**src/rtl/cdb_arbiter_if.sv**
```systemverilog
// Bundle of FU result handshake and CDB broadcast signals for cdb_arbiter.
// master = functional-unit/consumer side, slave = arbiter side.
interface cdb_arbiter_if #(
  parameter int unsigned N_SRC    = 5,
  parameter int unsigned DATA_W   = 32,
  parameter int unsigned ROB_IX_W = 3
);
  logic [N_SRC-1:0]          valid_in;
  logic [N_SRC*DATA_W-1:0]   data_in;
  logic [N_SRC*ROB_IX_W-1:0] rob_idx_in;
  logic [N_SRC-1:0]          read_out;
  logic                      cdb_valid_out;
  logic [DATA_W-1:0]         cdb_value_out;
  logic [ROB_IX_W-1:0]       cdb_rob_ix_out;

  modport master (
    output valid_in, data_in, rob_idx_in,
    input  read_out, cdb_valid_out, cdb_value_out, cdb_rob_ix_out
  );

  modport slave (
    input  valid_in, data_in, rob_idx_in,
    output read_out, cdb_valid_out, cdb_value_out, cdb_rob_ix_out
  );
endinterface

```
**src/rtl/cdb_arbiter.sv**
```systemverilog
// Round-robin Common Data Bus arbiter: one FU acknowledged per cycle, result broadcast next cycle.
// Optional CDB_PERF_CNT_EN adds grant and conflict counters.
module cdb_arbiter #(
  parameter int unsigned N_SRC    = 5,
  parameter int unsigned DATA_W   = 32,
  parameter int unsigned ROB_IX_W = 3
) (
  input  logic          clk_in,
  input  logic          rst_in,
  input  logic          flush_in,
  cdb_arbiter_if.slave  bus
`ifdef CDB_PERF_CNT_EN
  ,
  output logic [31:0]   grant_count_out,
  output logic [31:0]   conflict_count_out
`endif
);

  localparam int unsigned PtrW = (N_SRC > 1) ? $clog2(N_SRC) : 1;

  logic [PtrW-1:0]     rr_ptr_q, rr_ptr_d;
  logic [PtrW-1:0]     grant_idx;
  logic                grant_vld;
  logic [DATA_W-1:0]   data_sel;
  logic [ROB_IX_W-1:0] tag_sel;

  logic                cdb_valid_q, cdb_valid_d;
  logic [DATA_W-1:0]   cdb_value_q, cdb_value_d;
  logic [ROB_IX_W-1:0] cdb_tag_q, cdb_tag_d;

  // Scan from rr_ptr upwards, modulo N_SRC; first valid source wins.
  always_comb begin
    int unsigned idx;
    idx       = 0;
    grant_vld = 1'b0;
    grant_idx = '0;
    for (int unsigned i = 0; i < N_SRC; i++) begin
      idx = int'(rr_ptr_q) + i;
      if (idx >= N_SRC) idx = idx - N_SRC;
      if (!grant_vld && bus.valid_in[idx[PtrW-1:0]]) begin
        grant_vld = 1'b1;
        grant_idx = idx[PtrW-1:0];
      end
    end
    if (rst_in || flush_in) grant_vld = 1'b0;
  end

  always_comb begin
    data_sel = '0;
    tag_sel  = '0;
    for (int unsigned k = 0; k < N_SRC; k++) begin
      if (grant_idx == PtrW'(k)) begin
        data_sel = bus.data_in[k*DATA_W +: DATA_W];
        tag_sel  = bus.rob_idx_in[k*ROB_IX_W +: ROB_IX_W];
      end
    end
  end

  always_comb begin
    bus.read_out = '0;
    if (grant_vld) bus.read_out[grant_idx] = 1'b1;
  end

  always_comb begin
    cdb_valid_d = grant_vld;
    cdb_value_d = cdb_value_q;
    cdb_tag_d   = cdb_tag_q;
    rr_ptr_d    = rr_ptr_q;
    if (grant_vld) begin
      cdb_value_d = data_sel;
      cdb_tag_d   = tag_sel;
      rr_ptr_d    = (grant_idx == PtrW'(N_SRC - 1)) ? '0 : grant_idx + PtrW'(1);
    end
  end

  always_ff @(posedge clk_in) begin
    if (rst_in) begin
      rr_ptr_q    <= '0;
      cdb_valid_q <= 1'b0;
      cdb_value_q <= '0;
      cdb_tag_q   <= '0;
    end else begin
      rr_ptr_q    <= rr_ptr_d;
      cdb_valid_q <= cdb_valid_d;
      cdb_value_q <= cdb_value_d;
      cdb_tag_q   <= cdb_tag_d;
    end
  end

  assign bus.cdb_valid_out  = cdb_valid_q;
  assign bus.cdb_value_out  = cdb_value_q;
  assign bus.cdb_rob_ix_out = cdb_tag_q;

`ifdef CDB_PERF_CNT_EN
  logic [31:0] grant_cnt_q, conflict_cnt_q;
  logic        multi_vld;

  assign multi_vld = ($countones(bus.valid_in) > 1);

  // Counters survive flush; only reset clears them.
  always_ff @(posedge clk_in) begin
    if (rst_in) begin
      grant_cnt_q    <= '0;
      conflict_cnt_q <= '0;
    end else begin
      if (grant_vld) grant_cnt_q <= grant_cnt_q + 32'd1;
      if (multi_vld && !flush_in) conflict_cnt_q <= conflict_cnt_q + 32'd1;
    end
  end

  assign grant_count_out    = grant_cnt_q;
  assign conflict_count_out = conflict_cnt_q;
`endif

endmodule
```
**src/flat_wrapper.sv**
```systemverilog
// flat-port wrapper written by rule: the top's interface ports become plain ports
module cdb_arbiter_flat 
#(
  parameter int unsigned N_SRC    = 5,
  parameter int unsigned DATA_W   = 32,
  parameter int unsigned ROB_IX_W = 3
)
  (clk_in, rst_in, flush_in, bus_valid_in, bus_data_in, bus_rob_idx_in, bus_read_out, bus_cdb_valid_out, bus_cdb_value_out, bus_cdb_rob_ix_out);
  cdb_arbiter_if #(.N_SRC(N_SRC), .DATA_W(DATA_W), .ROB_IX_W(ROB_IX_W)) bus_i ();
  input  logic clk_in;
  input  logic rst_in;
  input  logic flush_in;
  input wire logic [$bits(bus_i.valid_in)-1:0] bus_valid_in;
  input wire logic [$bits(bus_i.data_in)-1:0] bus_data_in;
  input wire logic [$bits(bus_i.rob_idx_in)-1:0] bus_rob_idx_in;
  output wire logic [$bits(bus_i.read_out)-1:0] bus_read_out;
  output wire logic [$bits(bus_i.cdb_valid_out)-1:0] bus_cdb_valid_out;
  output wire logic [$bits(bus_i.cdb_value_out)-1:0] bus_cdb_value_out;
  output wire logic [$bits(bus_i.cdb_rob_ix_out)-1:0] bus_cdb_rob_ix_out;
  assign bus_i.valid_in = bus_valid_in;
  assign bus_i.data_in = bus_data_in;
  assign bus_i.rob_idx_in = bus_rob_idx_in;
  assign bus_read_out = bus_i.read_out;
  assign bus_cdb_valid_out = bus_i.cdb_valid_out;
  assign bus_cdb_value_out = bus_i.cdb_value_out;
  assign bus_cdb_rob_ix_out = bus_i.cdb_rob_ix_out;
  cdb_arbiter #(.N_SRC(N_SRC), .DATA_W(DATA_W), .ROB_IX_W(ROB_IX_W)) u_core (.clk_in(clk_in), .rst_in(rst_in), .flush_in(flush_in), .bus(bus_i));
endmodule
```
**config.mk**
```make
export PLATFORM = sky130hd
export DESIGN_NAME = cdb_arbiter_flat
export DESIGN_NICKNAME = d
export VERILOG_FILES = /design/src/rtl/cdb_arbiter_if.sv /design/src/rtl/cdb_arbiter.sv /design/src/flat_wrapper.sv
export SDC_FILE = /design/constraint.sdc
export NUM_CORES = 1
export LEC_CHECK = 0
export ABC_AREA = 0
export CAP_MARGIN = 20
export CORE_UTILIZATION = 36
export CTS_CLUSTER_DIAMETER = 150
export DETAILED_ROUTE_END_ITERATION = 6
export PLACE_DENSITY = 0.79
export SYNTH_ARGS = -nofsm -noshare
export SYNTH_HDL_FRONTEND = slang
export SYNTH_SLANG_ARGS = --single-unit
```
**constraint.sdc**
```tcl
create_clock -name clk_in -period 5.35 [get_ports clk_in]
set_clock_uncertainty 0.2 [all_clocks]
set_input_delay 1.07 -clock clk_in [delete_from_list [all_inputs] [get_ports clk_in]]
set_output_delay 1.07 -clock clk_in [all_outputs]
set_load 0.005 [all_outputs]
```
==> flow_summary.ini, run 1 <==
[worst_setup_path]
critical_path_required_ns = 4.08
crit_top_cell = dlygate4sd2_1
cp-startpoint = bus_valid_in[1]
critical_path.top_delay_family = simple AND/OR/NAND/NOR gates
worstPathArrival_ns = 3.93
path_max_fanout = 4
crit_slowest_cell = or4_1
max_stage_delay_ns = 0.51
crit_buf_inv = 2
crit_path_end_kind = output port
path_class = input pin to output port
start_kind = input pin
path_cells = dlygate4sd2_1 -> or4_1 -> a32o_1 -> a32o_2 -> or4_4 -> o311a_4 -> or2_4 -> nor3_1 -> dlygate4sd2_1
reg2reg_from = u_core.rr_ptr_q[0]

[power_and_ir_drop]
cellPowerDensity_nw_per_um2 = 556
power.total_mw = 3.76
p_sw_mw = 1.87
p_comb_frac = 0.816
ir_drop_v = 0.000545
p_leak_nw = 2.37
p_clk_frac = 0.058
switching_share = 0.497
p_int_mw = 1.89
seqPwrFrac = 0.125

[grt]
grt_max_degree = 72
grt_pass1_vias = 5336
antenna_found_initial = 1
grt_usage = 0.311
overflow = 0
grt_first_pass_wirelength_um = 27700

[cts]
cts_buffers = 5
holdBufCountCts = 0
cts_tree = yes
cts_root_buf = clkbuf_8
cts_max_level = 2
clock_latency_ns = 0.28
cts_sinks = 39
clk_pin_slew_ns = 0.09
clockBufferDepth = 2

[floorplanning]
die_y_um = 107
initial_utilization = 0.376
rows = 37
core_um2 = 10500
die_x_um = 107
io_pins = 224
die_area_um2 = 11400

[outcome]
outcome = finished clean

[synth]
syn_area_per_cell_um2 = 7.53
synth_cells = 523
yosys-top-cells-count = nor2_1, nand2_1, dfxtp_1, nand3_1
yosysSeqAreaShare = 0.198
ys_ff_latch = 39
synth_ff_type = dfxtp_1
yosys_warnings = 0
netlist.area_leader.share = 0.198
syn-num-nets = 717
synth_edf_count = 0
synth.most_common_cell = nor2_1
yosysTopAreaCell = dfxtp_1
synthArstFlopShare = 0
syn-cell-area_um2 = 3940
synth_cell_types = 67
synth_area_leaders = dfxtp_1, a311o_1, o221ai_1

[detailed_routing]
vias_per_cell = 6.14
wirelength_um = 18300
ant_nets = 0
first_pass_iters = 5
vias = 5441
wl_per_cell_um = 20.7
post-route-drc-count = 0
drt_iter0_drc = 377

[sta]
finalSetupViolations = 0
final.min_clock_period_ns = 5.20
fin_setup_tns_ns = 0
setup_ws_ns = 0.153
period_share = 0.971
slew_headroom = 0.645
finalHoldViolations = 0
max_freq_mhz = 192
hold_ws_ns = 0.408
tightest_slew_ns = 0.531
slew_viol_final = 0
rsz0062_at_grt = false

[min_path]
min_path_type = flip-flop to flip-flop
hp-start = u_core.bus.cdb_value_out[24]

[placed_design]
dp_slack_ns = -0.410
place.gp.congestion = 0.932
dpl.hpwl_um = 13700
place_inst = 874
port_buffers = 223

[cells_and_area]
nets = 942
drive_above_1_share = 0.135
area_growth_pct = 71.8
n_fill_cell = 925
finalNonFillerCells = 886

[job]
maxCapViolations = 0
==> worst min-delay path, stage by stage, from the launching register on <==
cell and delay, ns:
dfxtp_1 0.32, nor2_1 0.09, a311o_1 0.11, o21ai_1 0.05
==> final timing paths <==
kind                                  endpoint  slack, ns  cells after the start
setup / recovery               bus_read_out[4]       0.15                      9
hold / removal    u_core.bus.cdb_value_out[24]       0.41                      3
setup reg to reg  u_core.bus.cdb_value_out[30]       0.60                     19
hold reg to reg   u_core.bus.cdb_value_out[24]       0.41                      3
==> sequential cells by signal, summed over array words and instances, names as in the netlist <==
signal	flops
u_core.bus.cdb_rob_ix_out	3
u_core.bus.cdb_valid_out	1
u_core.bus.cdb_value_out	32
u_core.rr_ptr_q	3
==> cells in the final DEF, fill, tap and decap left out, drive strengths merged, types with 12 or more instances in the layout <==
cell,Yosys,final
a21oi,12,12
clkdlybuf4s50,0,215
a221oi,35,35
o21ai,43,43
o221ai,36,36
dfxtp,39,39
buf,32,51
a311o,36,36
nand2,52,52
nor2,53,53
nand3,39,39
==> cells by family after synthesis <==
kind of cell    synth area share
compound gates             0.412
xor+xnor                 0.00889
fa+ha+maj                 0.0368
buf+inv                   0.0778
flops                      0.198
mux                       0.0241
simple gates               0.242
==> per-stage QoR <==
stage           util  instance area (µm²)
2_1_floorplan      -                 3940
6_report       0.647                 6770
3_5_place_dp   0.622                 6510
5_1_grt        0.647                 6770
3_3_place_gp   0.622                 6510
4_1_cts        0.637                 6660
==> power by group through the flow <==
stage	Sequential, mW	Clock, mW	Combinational, mW
floorplan	0.478	0	1.77
global placement	0.471	0	2.84
detailed placement	0.475	0	2.88
CTS	0.469	0.223	2.95
global route	0.483	0.234	3.30
finish	0.471	0.220	3.07
==> cell type report <==
| class | count | area (µm²) | area share |
|---|---|---|---|
| Antenna cell | 1 | 2.50 | 0.000370 |
| Sequential cell | 39 | 782 | 0.116 |
| Inverter | 8 | 30.0 | 0.00444 |
| Timing Repair Buffer | 274 | 2680 | 0.396 |
| Clock buffer | 7 | 86.3 | 0.0128 |
| Multi-Input combinational cell | 420 | 3010 | 0.445 |
| Clock inverter | 1 | 8.76 | 0.00129 |
| Tap cell | 136 | 170 | 0.0251 |
==> routing by layer <==
layer  GRT usage  part of all wire
met1       0.358              0.38
met2       0.535              0.49
met3      0.0900             0.082
met4       0.130             0.044
met5           0                 0
==> repair_timing <==
item	CTS	global route
resized for setup	20	19
setup endpoints to repair	5	5
setup buffers	0	4
pin swaps	4	5
No activity file was read; power rests on OpenSTA's default activity.
==> run 2, diff against run 1 <==
--- a/config.mk
+++ b/config.mk
@@ -8,7 +8,6 @@
 export ABC_AREA = 0
 export CAP_MARGIN = 20
 export CORE_UTILIZATION = 36
-export CTS_CLUSTER_DIAMETER = 150
 export DETAILED_ROUTE_END_ITERATION = 6
 export PLACE_DENSITY = 0.79
 export SYNTH_ARGS = -nofsm -noshare
==> results of run 2 <==
The final DEF is identical to that of run 1; final timing and power are the same.
